### config.mk
export PLATFORM = sky130hd
export DESIGN_NAME = hazard_scoreboard
export DESIGN_NICKNAME = d
export VERILOG_FILES = /design/src/rtl/hazard_pkg.sv /design/src/rtl/hazard_src_match.sv /design/src/rtl/hazard_scoreboard.sv
export SDC_FILE = /design/constraint.sdc
export NUM_CORES = 1
export LEC_CHECK = 0
export ABC_AREA = 1
export BUFFER_PORTS_ARGS = -buffer_cell sky130_fd_sc_hd__buf_2
export CELL_PAD_IN_SITES_DETAIL_PLACEMENT = 1
export CELL_PAD_IN_SITES_GLOBAL_PLACEMENT = 1
export CORE_MARGIN = 5
export CORE_UTILIZATION = 43
export DETAILED_ROUTE_END_ITERATION = 10
export PLACE_DENSITY_LB_ADDON = 0.25
export SLEW_MARGIN = 10
export SYNTH_ARGS = -nofsm -noshare
export SYNTH_HDL_FRONTEND = slang
export SYNTH_HIERARCHICAL = 1
export SYNTH_SLANG_ARGS = --single-unit
### constraint.sdc
create_clock -name clk -period 4.7 [get_ports clk]
set_input_delay 0.94 -clock clk [delete_from_list [all_inputs] [get_ports clk]]
set_output_delay 0.94 -clock clk [all_outputs]
set_load 0.05 [all_outputs]
### src/rtl/hazard_pkg.sv
// rtl/hazard_pkg.sv - shared types and constants for the hazard scoreboard
package hazard_pkg;

    localparam int REG_ADDR_W      = 5;
    localparam int STG_EX          = 0;
    localparam int STG_MEM         = 1;
    localparam int STG_WB          = 2;
    localparam int FWD_SEL_REGFILE = 0;

    typedef struct packed {
        logic                  valid;
        logic [REG_ADDR_W-1:0] rd;
        logic                  reg_en;
        logic                  is_load;
    } trk_entry_t;

endpackage

### src/rtl/hazard_src_match.sv
// rtl/hazard_src_match.sv - youngest in-flight producer search for one source operand
module hazard_src_match
    import hazard_pkg::*;
#(
    parameter int NUM_STAGES = 3,
    parameter int ALU_READY  = STG_MEM,
    parameter int LOAD_READY = STG_WB,
    parameter int SEL_W      = 2
) (
    input  trk_entry_t [NUM_STAGES-1:0] trk,
    input  logic [REG_ADDR_W-1:0]       rs,
    input  logic                        rs_used,
    output logic                        found,
    output logic [SEL_W-1:0]            stage,
    output logic                        ready
);

    // Scan oldest to youngest so the lowest matching stage overwrites the rest.
    always_comb begin
        found = 1'b0;
        stage = '0;
        ready = 1'b0;
        for (int k = NUM_STAGES - 1; k >= 0; k--) begin
            if (trk[k].valid && trk[k].reg_en && (trk[k].rd == rs) &&
                (rs != '0) && rs_used) begin
                found = 1'b1;
                stage = SEL_W'(k);
                ready = (k >= (trk[k].is_load ? LOAD_READY : ALU_READY));
            end
        end
    end

endmodule

### src/rtl/hazard_scoreboard.sv
// rtl/hazard_scoreboard.sv - in-flight destination tracker driving stall, bubble and bypass selects
module hazard_scoreboard
    import hazard_pkg::*;
#(
    parameter int NUM_STAGES = 3,
    parameter int ADDR_W     = REG_ADDR_W,
    parameter int ALU_READY  = STG_MEM,
    parameter int LOAD_READY = STG_WB,
    parameter int SEL_W      = $clog2(NUM_STAGES + 1),
    parameter int CNT_W      = 32
) (
    input  logic              clk,
    input  logic              rst,
    input  logic              id_valid,
    input  logic [ADDR_W-1:0] id_rd,
    input  logic              id_reg_en,
    input  logic              id_is_load,
    input  logic [ADDR_W-1:0] id_rs1,
    input  logic [ADDR_W-1:0] id_rs2,
    input  logic              id_rs1_used,
    input  logic              id_rs2_used,
    input  logic              flush_id,
    input  logic              mem_wait,
    input  logic              perf_clr,
    output logic              stall_if,
    output logic              bubble_ex,
    output logic [SEL_W-1:0]  fwd_a_sel,
    output logic [SEL_W-1:0]  fwd_b_sel,
    output logic [CNT_W-1:0]  stall_cnt,
    output logic [CNT_W-1:0]  hazard_cnt
);

    trk_entry_t [NUM_STAGES-1:0] trk_q, trk_d;
    logic [CNT_W-1:0]            stall_cnt_q, stall_cnt_d;
    logic [CNT_W-1:0]            hazard_cnt_q, hazard_cnt_d;

    logic             a_found, a_ready, b_found, b_ready;
    logic [SEL_W-1:0] a_stage, b_stage;
    logic             hazard;

    hazard_src_match #(
        .NUM_STAGES(NUM_STAGES), .ALU_READY(ALU_READY),
        .LOAD_READY(LOAD_READY), .SEL_W(SEL_W)
    ) u_match_rs1 (
        .trk(trk_q), .rs(REG_ADDR_W'(id_rs1)), .rs_used(id_rs1_used),
        .found(a_found), .stage(a_stage), .ready(a_ready)
    );

    hazard_src_match #(
        .NUM_STAGES(NUM_STAGES), .ALU_READY(ALU_READY),
        .LOAD_READY(LOAD_READY), .SEL_W(SEL_W)
    ) u_match_rs2 (
        .trk(trk_q), .rs(REG_ADDR_W'(id_rs2)), .rs_used(id_rs2_used),
        .found(b_found), .stage(b_stage), .ready(b_ready)
    );

    // An unready producer leaves the select at the regfile: decode is held anyway.
    always_comb begin
        hazard    = id_valid && !flush_id &&
                    ((a_found && !a_ready) || (b_found && !b_ready));
        stall_if  = mem_wait || hazard;
        bubble_ex = hazard && !mem_wait;
        fwd_a_sel = (a_found && a_ready) ? a_stage + SEL_W'(1) : SEL_W'(FWD_SEL_REGFILE);
        fwd_b_sel = (b_found && b_ready) ? b_stage + SEL_W'(1) : SEL_W'(FWD_SEL_REGFILE);
    end

    always_comb begin
        trk_d = trk_q;
        if (!mem_wait) begin
            for (int k = 1; k < NUM_STAGES; k++) begin
                trk_d[k] = trk_q[k-1];
            end
            if (hazard || flush_id || !id_valid) begin
                trk_d[STG_EX] = '0;
            end else begin
                trk_d[STG_EX].valid   = 1'b1;
                trk_d[STG_EX].rd      = REG_ADDR_W'(id_rd);
                trk_d[STG_EX].reg_en  = id_reg_en;
                trk_d[STG_EX].is_load = id_is_load;
            end
        end
    end

    always_comb begin
        stall_cnt_d  = stall_cnt_q;
        hazard_cnt_d = hazard_cnt_q;
        if (perf_clr) begin
            stall_cnt_d  = '0;
            hazard_cnt_d = '0;
        end else begin
            if (stall_if && (stall_cnt_q != '1)) begin
                stall_cnt_d = stall_cnt_q + CNT_W'(1);
            end
            if (bubble_ex && (hazard_cnt_q != '1)) begin
                hazard_cnt_d = hazard_cnt_q + CNT_W'(1);
            end
        end
    end

    always_ff @(posedge clk or negedge rst) begin
        if (!rst) begin
            trk_q        <= '0;
            stall_cnt_q  <= '0;
            hazard_cnt_q <= '0;
        end else begin
            trk_q        <= trk_d;
            stall_cnt_q  <= stall_cnt_d;
            hazard_cnt_q <= hazard_cnt_d;
        end
    end

    assign stall_cnt  = stall_cnt_q;
    assign hazard_cnt = hazard_cnt_q;

endmodule

Yosys cells after proc, flatten, opt, wreduce, memory -nomap -nowiden
Index checks and enable logic that the tools add are counted.
{"block": "totals", "in_bits": 25, "out_inout_bits": 70, "ff_bits": 88, "word_cells": 100}
{"block": "classes", "reduce_logical": 43, "n_mux": 28, "eq_ne": 8, "order_cmp": 3, "n_addsub": 4}
{"cell": "2-to-1 mux 32 bit", "count": 4}
{"cell": "adder 32 x 1 -> 32 bit, second input constant", "count": 2}
{"cell": "inequality test 32 bit, second input constant", "count": 2}
{"cell": "greater-or-equal comparator 1 x 32 -> 1 bit, first input constant", "count": 1}
{"cell": "greater-or-equal comparator 2 x 32 -> 1 bit, first input constant", "count": 1}
{"cell": "greater-or-equal comparator 3 x 32 -> 1 bit, first input constant", "count": 1}
{"cell": "equality test 5 bit", "count": 6}
{"cell": "logical AND 1 bit", "count": 30}
{"cell": "2-to-1 mux 2 bit", "count": 11}
{"cell": "2-to-1 mux 1 bit", "count": 12}
{"cell": "nonzero test 5 bit", "count": 2}
{"cell": "2-to-1 mux 8 bit", "count": 1}
{"cell": "logical NOT 1 bit", "count": 5}
{"cell": "adder 2 x 1 -> 2 bit, second input constant", "count": 2}
{"cell": "logical OR 1 bit", "count": 4}
{"cell": "nonzero test 2 bit", "count": 2}

Depth between registers and ports, before layout
Gate-level depths: netlist of the first run.
{"block": "depth", "ltp_word": 15, "depth_mapped": 20, "depth_no_buf": 19}

Modules after synthesis
Netlist of the first run, hierarchy kept.
{"mod": "hazard_scoreboard", "cells_per_inst": 790, "seq_area_each_um2": 2202.1, "instances": 1, "area_per_inst_um2": 5352.6}
{"mod": "hazard_src_match", "cells_per_inst": 95, "seq_area_each_um2": 0.0, "instances": 2, "area_per_inst_um2": 417.9}

Least setup slack after synthesis of the first run
Ideal clock, no wire load.
{"block": "synth_timing", "path_kind": "input-to-output", "from": "input id_rs1[4]", "to": "output fwd_a_sel[1]", "n_path_buf": 0, "arrival_time_ns": 2.237, "setup_slack_ns": 1.523, "required_time_ns": 3.760, "cell_stages": 10, "path_cell_list": "inv_2 > nand2_1 > nand2_1 > nand3_1 > nor2_2 > nand2_2 > nand3_2 > inv_1 > xnor2_1 > nor2_1"}
{"block": "synth_between", "elab_chain_len": 9, "elab_cells_between_ends": 25, "cone_classes": "add/sub (1); eq/ne (3); mux (10); reduce/logical (11)"}
{"item": "from (decl)", "line_no": "hazard_scoreboard.sv:18", "rtl": "input logic [ADDR_W-1:0] id_rs1,"}
{"item": "equality test 5 bit", "line_no": "hazard_src_match.sv:24", "rtl": "if (trk[k].valid && trk[k].reg_en && (trk[k].rd == rs) &&"}
{"item": "logical AND 1 bit (2 in a row)", "line_no": "hazard_src_match.sv:24"}
{"item": "logical AND 1 bit", "line_no": "hazard_src_match.sv:25", "rtl": "(rs != '0) && rs_used) begin"}
{"item": "2-to-1 mux 2 bit (2 in a row)", "line_no": "hazard_src_match.sv:24"}
{"item": "2-to-1 mux 2 bit *", "line_no": "hazard_src_match.sv:24"}
{"item": "via a_stage[1]", "line_no": "hazard_scoreboard.sv:38", "rtl": "logic [SEL_W-1:0] a_stage, b_stage;"}
{"item": "adder 2 x 1 -> 2 bit *", "line_no": "hazard_scoreboard.sv:63", "rtl": "fwd_a_sel = (a_found && a_ready) ? a_stage + SEL_W'(1) : SEL_W'(FWD_SEL_REGFILE);"}
{"item": "2-to-1 mux 2 bit *", "line_no": "hazard_scoreboard.sv:63"}
{"item": "to (decl)", "line_no": "hazard_scoreboard.sv:27", "rtl": "output logic [SEL_W-1:0] fwd_a_sel,"}
Mark *: on every way through the listed nets, which the timed path passes. The rest lies on a longest branch.

Worst setup path in the final report of the first run
{"block": "layout_timing", "from": "input id_rs1_used", "to": "output bubble_ex"}
{"block": "layout_between", "elab_chain_len": 9, "elab_cells_between_ends": 14, "cone_classes": "mux (6); reduce/logical (8)"}
{"item": "from (decl)", "line_no": "hazard_scoreboard.sv:20", "rtl": "input logic id_rs1_used,"}
{"item": "logical AND 1 bit", "line_no": "hazard_src_match.sv:25"}
{"item": "2-to-1 mux 1 bit (2 in a row)", "line_no": "hazard_src_match.sv:24"}
{"item": "2-to-1 mux 1 bit *", "line_no": "hazard_src_match.sv:24"}
{"item": "via a_ready", "line_no": "hazard_scoreboard.sv:37", "rtl": "logic a_found, a_ready, b_found, b_ready;"}
{"item": "logical NOT 1 bit *", "line_no": "hazard_scoreboard.sv:60", "rtl": "((a_found && !a_ready) || (b_found && !b_ready));"}
{"item": "logical AND 1 bit *", "line_no": "hazard_scoreboard.sv:60"}
{"item": "logical OR 1 bit *", "line_no": "hazard_scoreboard.sv:60"}
{"item": "logical AND 1 bit *", "line_no": "hazard_scoreboard.sv:59", "rtl": "hazard = id_valid && !flush_id &&"}
{"item": "logical AND 1 bit *", "line_no": "hazard_scoreboard.sv:62", "rtl": "bubble_ex = hazard && !mem_wait;"}
{"item": "to (decl)", "line_no": "hazard_scoreboard.sv:26", "rtl": "output logic bubble_ex,"}
Marks and branches as above.

==> results of run 1 <==
## per-layer routing
metal  vias up  global-route usage [%]  wire [um]
met3        18                    2.89        568
met4         0                    6.42        255
met1      3022                    31.4       8850
met2        95                    41.4       9500
met5         -                       0          0
li1       3184                       -          -
## final cells by class
type	instances	share of cell area, %
clock buffer	10	3.37
clock inverter	5	1.15
inverter	122	6.57
multi-input combinational	750	48.1
sequential	87	30.7
tap	180	3.18
timing repair buffer	96	6.88
## power by group through the flow
| stage | Clock, mW | Sequential (mW) | Combinational (mW) |
|---|---|---|---|
| after floorplan | 0 | 0.799 | 0.0972 |
| after global placement | 0 | 0.801 | 0.154 |
| after detailed placement | 0 | 0.802 | 0.159 |
| after CTS | 0.815 | 0.787 | 0.160 |
| after global routing | 0.850 | 0.790 | 0.179 |
| final | 0.801 | 0.788 | 0.156 |
## registers in the layout (all words and copies together) (netlist names)
register and count:
hazard_cnt 32, stall_cnt 32, trk_q 23
## how the worst max path moves through the flow
stage                      from           end  slack [ns]
floorplan             id_rs1[4]  fwd_a_sel[1]        1.52
global placement    id_rs1_used     bubble_ex        1.27
detailed placement  id_rs1_used     bubble_ex        1.24
CTS                 id_rs1_used     bubble_ex        1.23
global route          id_rs2[2]     bubble_ex        1.05
finish              id_rs1_used     bubble_ex        1.22
## worst max-delay path, stage by stage
cell	delay [ns]
buf_2	0.10
nand2_1	0.04
nor2_1	0.14
nand3_1	0.10
nor2_2	0.17
nand2_2	0.09
nand3_2	0.08
nand2_1	0.07
inv_1	0.05
nand2_1	0.07
nand2_1	0.09
nand2_1	0.12
inv_1	0.18
buf_2	0.29
==> metrics.yaml, run 1 <==
worst_pin_slew_ns: 0.919
multi_input_area_sq_um: 3410
syn-instance-count: 976
ff2ff_setup_slack_ns: 2.01
design_power_total_mw: 1.75
worstRegToRegCells: 16
io_buffer_count: 94
mostFrequentLayoutCells: "nand2_1, nor2_1, inv_1"
cts_sinks: 87
nets: 1093
wire_per_inst_um: 15.3
area_delta_synth_final_pct: 15.2
top_level_ports: 95
holdPathEnd: "trk_q[17]"
drv_cap: 0
hold_ws_ns: 0.511
final_common_cell: "nand2_1"
place_area_sq_um: 6770
cts_made_buffers: 9
core_area_sq_um: 13900
min_from: "trk_q[17]"
timing.slew.headroom_pct: 38.7
dieArea_sq_um: 16800
setup.worst_path.class: "in2out"
fill_cells: 1943
num_rows: 43
layoutNonFillerInstCount: 1250
cts_buffer_depth: 2
clockRootBuffer: "clkbuf_16"
pre_cts_ws_ns: 1.24
antenna_found_initial: 0
die_x_um: 130
powerDensity_nw_per_um2: 246
cts_max_level: 3
cts_tree: "done"
cts_resized: 0
drtIter0Drc: 293
vias: 6319
grt_overflow: 0
seqCellArea_sq_um: 2180
critPathRequiredTime_ns: 3.76
grt_pass1_wl_um: 31900
dr.pass1.iters: 4
tns_ns: 0
reg2reg_to: "stall_cnt[24]"
reg2reg_from: "trk_q[7]"
worstPathMaxFanout: 3
p_leak_nw: 3.62
ant_nets: 0
chipHeight_um: 130
first_global_vias: 6378
hold_viol_final: 0
wirelength_um: 19200
synthesis.area_sq_um: 6150
final_core_util_pct: 50.9
power_frac_clock_pct: 45.9
status: "complete, no violations"
crit_arrival_ns: 2.54
hold_path.class: "reg2reg"
skew_ns: 0.00814
final_area_sq_um: 7090
dp_cells: 1235
place_hpwl_um: 14300
switchingPower_uw: 458
p_comb_share_pct: 9.0
postCtsSetupBuffers: 0
viasPerCell: 5.06
setup_slack_ns: 1.22
cts_hold_buf: 0
syn_avg_cell_area_sq_um: 6.30
start_util_pct: 44.2
p_int_mw: 1.29
hold_path_depth: 2
synth_fp_nets: 1003
clock_latency_ns: 0.35
grtUsageTotal_pct: 23.8
clk_pin_slew_ns: 0.07
grt_max_degree: 58
finalCritPeriodShare_pct: 74.0
netSwitchingFraction_pct: 26.2
max_freq_ghz: 0.288
drc: 0
setup_viol: 0
start_kind: "primary input"
finalMaxSlewViolations: 0
max-vdd-ir-drop_uv: 139
ys_warn_count: 6
cp-end-kind: "output pin"
place_congestion: 0.862
fin_crit_ns: 3.48
rsz0062_at_grt: "no"
power_frac_seq_pct: 45.1
antenna_cells: 0
drive_above_1_share_pct: 15.8
(Power assumes the default switching activity.)
==> inputs of run 2 (changes only) <==
- CORE_UTILIZATION: 43 -> 40
- clock period: 4.7 -> 3.5 ns (I/O delays scaled with it)
==> metrics.yaml, run 2 (synthesis results as in run 1) <==
status: "complete, no violations"
grtUsageTotal_pct: 22.4  # -1.5 points
setup.worst_path.class: "in2out"
finalMaxSlewViolations: 0  # unchanged
fill_cells: 2114  # +8.8%
nets: 1098  # +0.46%
cp_common_cell: "nand2_1"
start_util_pct: 40.6  # -3.5 points
max-vdd-ir-drop_uv: 204  # +47%
skew_ns: 0.00453  # -0.00362 ns
critPathRequiredTime_ns: 2.80  # -0.96 ns
antenna_cells: 0  # unchanged
dr.pass1.iters: 4  # unchanged
postCtsSetupBuffers: 0  # unchanged
cp_top_family: "simple AND/OR/NAND/NOR gates"
place_hpwl_um: 14800  # +3.5%
finalCritPeriodShare_pct: 85.9
grt_overflow: 0  # unchanged
area_delta_synth_final_pct: 15.8
start_kind: "primary input"
tns_ns: 0  # unchanged
clockRootBuffer: "clkbuf_16"
p_leak_nw: 3.63  # +0.52%
drtIter0Drc: 291  # -0.68%
cts_sinks: 87  # unchanged
cts_hold_buf: 0  # unchanged
path_buf_inv: 4  # unchanged
chipHeight_um: 134  # +3.4%
cts_tree: "done"
rsz0062_at_grt: "no"
cts_buffer_depth: 2  # unchanged
ant_nets: 0  # unchanged
crit_chain: "buf_2 > nor2_1 > nand4_1 > nand2_1 > nor2_1 > nand3_1 > nand2_1 > inv_1 > nand2_1 > nand2_1 > nand2_1 > inv_1 > buf_2"
worst_path_max_delay_cell: "buf_2"
antenna_found_initial: 0  # unchanged
drc: 0  # unchanged
num_rows: 45  # +4.7%
startpoint: "id_rs2[1]"
timing.slew.headroom_pct: 48.7  # +10 points
multi_input_area_sq_um: 3410  # unchanged
fin_crit_ns: 3.01
viasPerCell: 5.04  # -0.33%
die_x_um: 134  # +3.4%
drv_cap: 0  # unchanged
hold_viol_final: 0  # unchanged
clk_pin_slew_ns: 0.06  # about the same
vias: 6369  # +0.79%
clock_latency_ns: 0.34  # about the same
final_common_cell: "nand2_1"
wire_per_inst_um: 15.4  # +0.12%
max_stage_delay_ns: 0.29  # about the same
powerDensity_nw_per_um2: 323  # +31%
setup_viol: 0  # unchanged
worstPathMaxFanout: 5  # +2
mostFrequentLayoutCells: "nand2_1, nor2_1, inv_1"
cts_resized: 0  # unchanged
design_power_total_mw: 2.30  # +32%
worst_pin_slew_ns: 0.769  # -0.150 ns
seqCellArea_sq_um: 2180  # unchanged
wirelength_um: 19400  # +1.2%
dieArea_sq_um: 18000  # +6.9%
hold_path.class: "in2async"
top_level_ports: 95  # unchanged
cp-end-kind: "output pin"
grt_max_degree: 58  # unchanged
first_global_vias: 6513  # +2.1%
max_freq_ghz: 0.332
cts_made_buffers: 9  # unchanged
grt_pass1_wl_um: 32700  # +2.4%
io_buffer_count: 94  # unchanged
drive_above_1_share_pct: 16.1  # +0.28 points
core_area_sq_um: 15100  # +8.7%
cts_max_level: 3  # unchanged
crit_arrival_ns: 2.31  # -0.23 ns
place_congestion: 0.884  # +2.6%
reg2reg_from: "trk_q[14]"
[run 2: cell types whose count changed in the layout (fill, tap and decap cells not counted), sizes merged]
cell	delta
buf	+5
bufinv	-1
clkbuf	+4
clkinv	-1
inv	-1
[run 2: stage by stage]
stage	hold slack, ns	cell area (sq um)	utilization [%]	setup WS [ns]	cells
floorplan	0.404	6150	-	0.803	976
CTS	0.463	7130	47.1	0.507	1264
detailed placement	0.511	6820	45.0	0.520	1248
global placement	0.498	6820	45.0	0.533	1248
global route	0.503	7130	47.1	0.306	1264
finish	0.436	7130	47.1	0.492	1264
[run 2: worst paths after layout]
path / slack [ns] / to / depth (start not counted)
max in group asynchronous: 2.32 / stall_cnt[28] / 2
min in group clk: 0.53 / trk_q[17] / 2
hold / removal: 0.44 / hazard_cnt[8] / 1
setup / recovery: 0.49 / bubble_ex / 13
hold reg to reg: 0.53 / trk_q[17] / 2
setup reg to reg: 0.92 / hazard_cnt[14] / 17
[run 2: routing by layer]
metal | GRT usage, % | share of wire, % | vias up
met5 | 0 | 0 | -
met4 | 5.83 | 1.8 | 0
met3 | 3.08 | 2.7 | 23
met2 | 38.0 | 49 | 88
met1 | 30.1 | 47 | 3050
li1 | - | - | 3208
[run 2: area by class of cell]
class,count,share of cell area (%)
clock inverters,2,0.527
repair buffers,101,7.37
flip-flops and latches,87,30.5
well taps,188,3.30
clock buffers,14,3.84
inverters,122,6.53
multi-input cells,750,47.9
[run 2: where the power goes]
part | total [mW] | internal (mW) | switching, mW | leakage, nW
clock | 1.03 | 0.614 | 0.416 | 0.149
sequential | 1.06 | 1.03 | 0.0300 | 1.20
combinational | 0.213 | 0.0618 | 0.151 | 2.28
==> inputs of run 3 (changes only) <==
- CORE_UTILIZATION: 40 -> 41
- CTS_CLUSTER_DIAMETER: default -> 40
- SYNTH_HIERARCHICAL: 1 -> default
==> metrics.yaml, run 3 <==
finalMaxSlewViolations: 0  # unchanged
status: "complete, no violations"
cts_tree: "done"
place_hpwl_um: 15200  # +2.5%
top_level_ports: 95  # unchanged
synth-edff-count: 0
setup.worst_path.class: "in2out"
vias: 6178  # -3.0%
dr.pass1.iters: 4  # unchanged
first_global_vias: 6247  # -4.1%
start_kind: "primary input"
wirelength_um: 20100  # +3.4%
setup_viol: 0  # unchanged
rsz0062_at_grt: "no"
finalCritPeriodShare_pct: 83.4  # -2.5 points
tns_ns: 0  # unchanged
synth.yosys.seq_area_share_pct: 36.3
fin_crit_ns: 2.92  # -0.0881 ns
pre_cts_ws_ns: 0.578  # +0.0583 ns
num_rows: 44  # -2.2%
netSwitchingFraction_pct: 26.1  # +0.14 points
clk_pin_slew_ns: 0.07  # about the same
dp_cells: 1139  # -8.7%
drc: 0  # unchanged
seqCellArea_sq_um: 2180  # unchanged
ys_seq_elements: 87
power_frac_clock_pct: 46.2  # +1.4 points
final_common_cell: "nand2_1"
grtUsageTotal_pct: 24.2  # +1.8 points
netlist.area_leader.share_pct: 36.3
synth_fp_nets: 909  # -9.4%
switchingPower_uw: 609  # +2.1%
cts_sinks: 87  # unchanged
mostFrequentLayoutCells: "nand2_1, inv_1, buf_2"
drtIter0Drc: 316  # +8.6%
synth_common_cells: "nand2_1, inv_1, dfrtp_1"
synthArstFlopShare_pct: 100
powerDensity_nw_per_um2: 336  # +4.0%
skew_ns: 0.00465  # +0.000123 ns
worst_pin_slew_ns: 0.657  # -0.112 ns
drive_above_1_share_pct: 15.3  # -0.73 points
drv_cap: 0  # unchanged
syn_avg_cell_area_sq_um: 6.80  # +7.9%
ant_nets: 0  # unchanged
synth.most_common_cell: "nand2_1"
dieArea_sq_um: 17200  # -4.5%
cts_made_buffers: 9  # unchanged
setup_slack_ns: 0.580  # +0.0881 ns
viasPerCell: 5.35  # +6.2%
core_area_sq_um: 14400  # -4.8%
grt_pass1_wl_um: 32600  # -0.15%
die_x_um: 131  # -2.3%
antenna_cells: 0  # unchanged
ys_warn_count: 0  # -6
hold_path.class: "in2async"
cts_max_level: 3  # unchanged
timing.slew.headroom_pct: 56.2  # +7.5 points
clock_latency_ns: 0.35  # about the same
synthesis.area_sq_um: 6000  # -2.5%
power_frac_seq_pct: 45.2  # -0.8 points
synth_top_cell_by_area: "dfrtp_1"
clockRootBuffer: "clkbuf_16"
grt_overflow: 0  # unchanged
ys.flop_type: "dfrtp_1"
hold_viol_final: 0  # unchanged
antenna_found_initial: 0  # unchanged
p_int_mw: 1.73  # +1.4%
area_delta_synth_final_pct: 15.9  # about the same
yosys-top-cells-area: "dfrtp_1, nand2_1, nand4_1, inv_1, xor2_1"
worstPathMaxFanout: 9  # +4
cts_hold_buf: 0  # unchanged
start_util_pct: 41.6  # +0.98 points
cts_buffer_depth: 2  # unchanged
layoutNonFillerInstCount: 1155  # -8.6%
synth.distinct_cells: 34
max_freq_ghz: 0.342  # +3.0%
crit_arrival_ns: 2.22  # -0.09 ns
multi_input_area_sq_um: 3240  # -5.2%
critPathRequiredTime_ns: 2.80  # about the same
syn-instance-count: 882  # -9.6%
cp-end-kind: "output pin"
max-vdd-ir-drop_uv: 201  # -1.1%
io_buffer_count: 94  # unchanged
nets: 993  # -9.6%
wire_per_inst_um: 17.4  # +13%
chipHeight_um: 131  # -2.3%
fill_cells: 1968  # -6.9%
place_congestion: 0.908  # +2.7%
postCtsSetupBuffers: 0  # unchanged
p_leak_nw: 3.62  # -0.28%
p_comb_share_pct: 8.6  # -0.7 points
cts_resized: 0  # unchanged
grt_max_degree: 52  # -10%
==> run 3: changes by cell type in the layout (fill, tap and decap cells not counted), moves of 8 or more <==
cell     previous run  this run
nand2_1           409       252
nand2_4             8         0
nand4_1            22        68
nor2_1            125        84
nor2_2             11         3
nor3_1              2        35
o21ai_0            26        42
xor2_1              9        44
==> run 3: final cells by class <==
class | count | share of cell area [%]
Multi-Input combinational cell | 647 | 46.5
Sequential cell | 87 | 31.3
Timing Repair Buffer | 105 | 7.99
Inverter | 116 | 6.26
Clock buffer | 10 | 3.44
Tap cell | 184 | 3.31
Clock inverter | 6 | 1.21
==> run 3: logic make-up after synthesis <==
| kind of cell | after synthesis | synth area share [%] |
|---|---|---|
| simple gates | 532 | 40.1 |
| compound gates | 53 | 4.67 |
| buf+inv | 148 | 9.80 |
| fa+ha+maj | 2 | 0.417 |
| flops | 87 | 36.3 |
| xor+xnor | 60 | 8.76 |
==> run 3: per-stage QoR <==
step	utilization, %	cell area (sq um)	hold WS, ns	total power, mW
after floorplan	-	6000	0.404	1.19
after global placement	46.0	6630	0.467	1.27
after detailed placement	46.0	6630	0.469	1.28
after CTS	48.2	6960	0.398	2.36
after global routing	48.2	6960	0.444	2.42
final	48.2	6960	0.386	2.34
==> run 3: power by group through the flow <==
stage          Clock [mW]  Combinational (mW)  Sequential, mW
6_report             1.08               0.200            1.06
5_1_grt              1.14               0.227            1.06
4_1_cts              1.10               0.203            1.06
3_5_place_dp            0               0.202            1.08
3_3_place_gp            0               0.198            1.07
2_1_floorplan           0               0.111            1.08
==> run 3: metal layers <==
| metal | vias to the layer above | global-route usage [%] | routed length [um] |
|---|---|---|---|
| li1 | 3009 | - | - |
| met1 | 3000 | 32.9 | 9300 |
| met2 | 131 | 39.0 | 9390 |
| met3 | 38 | 3.86 | 811 |
| met4 | 0 | 8.71 | 573 |
| met5 | - | 0 | 0 |
==> run 3: worst paths after layout <==
kind | start | to | slack, ns | cells past startpoint
min | rst | trk_q[19] | 0.39 | 1
max | id_rs1[4] | bubble_ex | 0.58 | 11
max reg2reg | hazard_cnt[0] | hazard_cnt[14] | 0.72 | 10
max in group asynchronous | rst | stall_cnt[31] | 2.35 | 2
min in group clk | trk_q[23] | trk_q[23] | 0.48 | 2
min reg2reg | trk_q[23] | trk_q[23] | 0.48 | 2
==> run 3: critical path: stages <==
cell      delay (ns)
buf_2           0.12
inv_1           0.11
nand2_1         0.07
a21oi_1         0.16
nand2_1         0.10
nor2_2          0.18
clkinv_1        0.09
nand2_1         0.12
nor2_4          0.09
nor2_8          0.17
buf_2           0.30
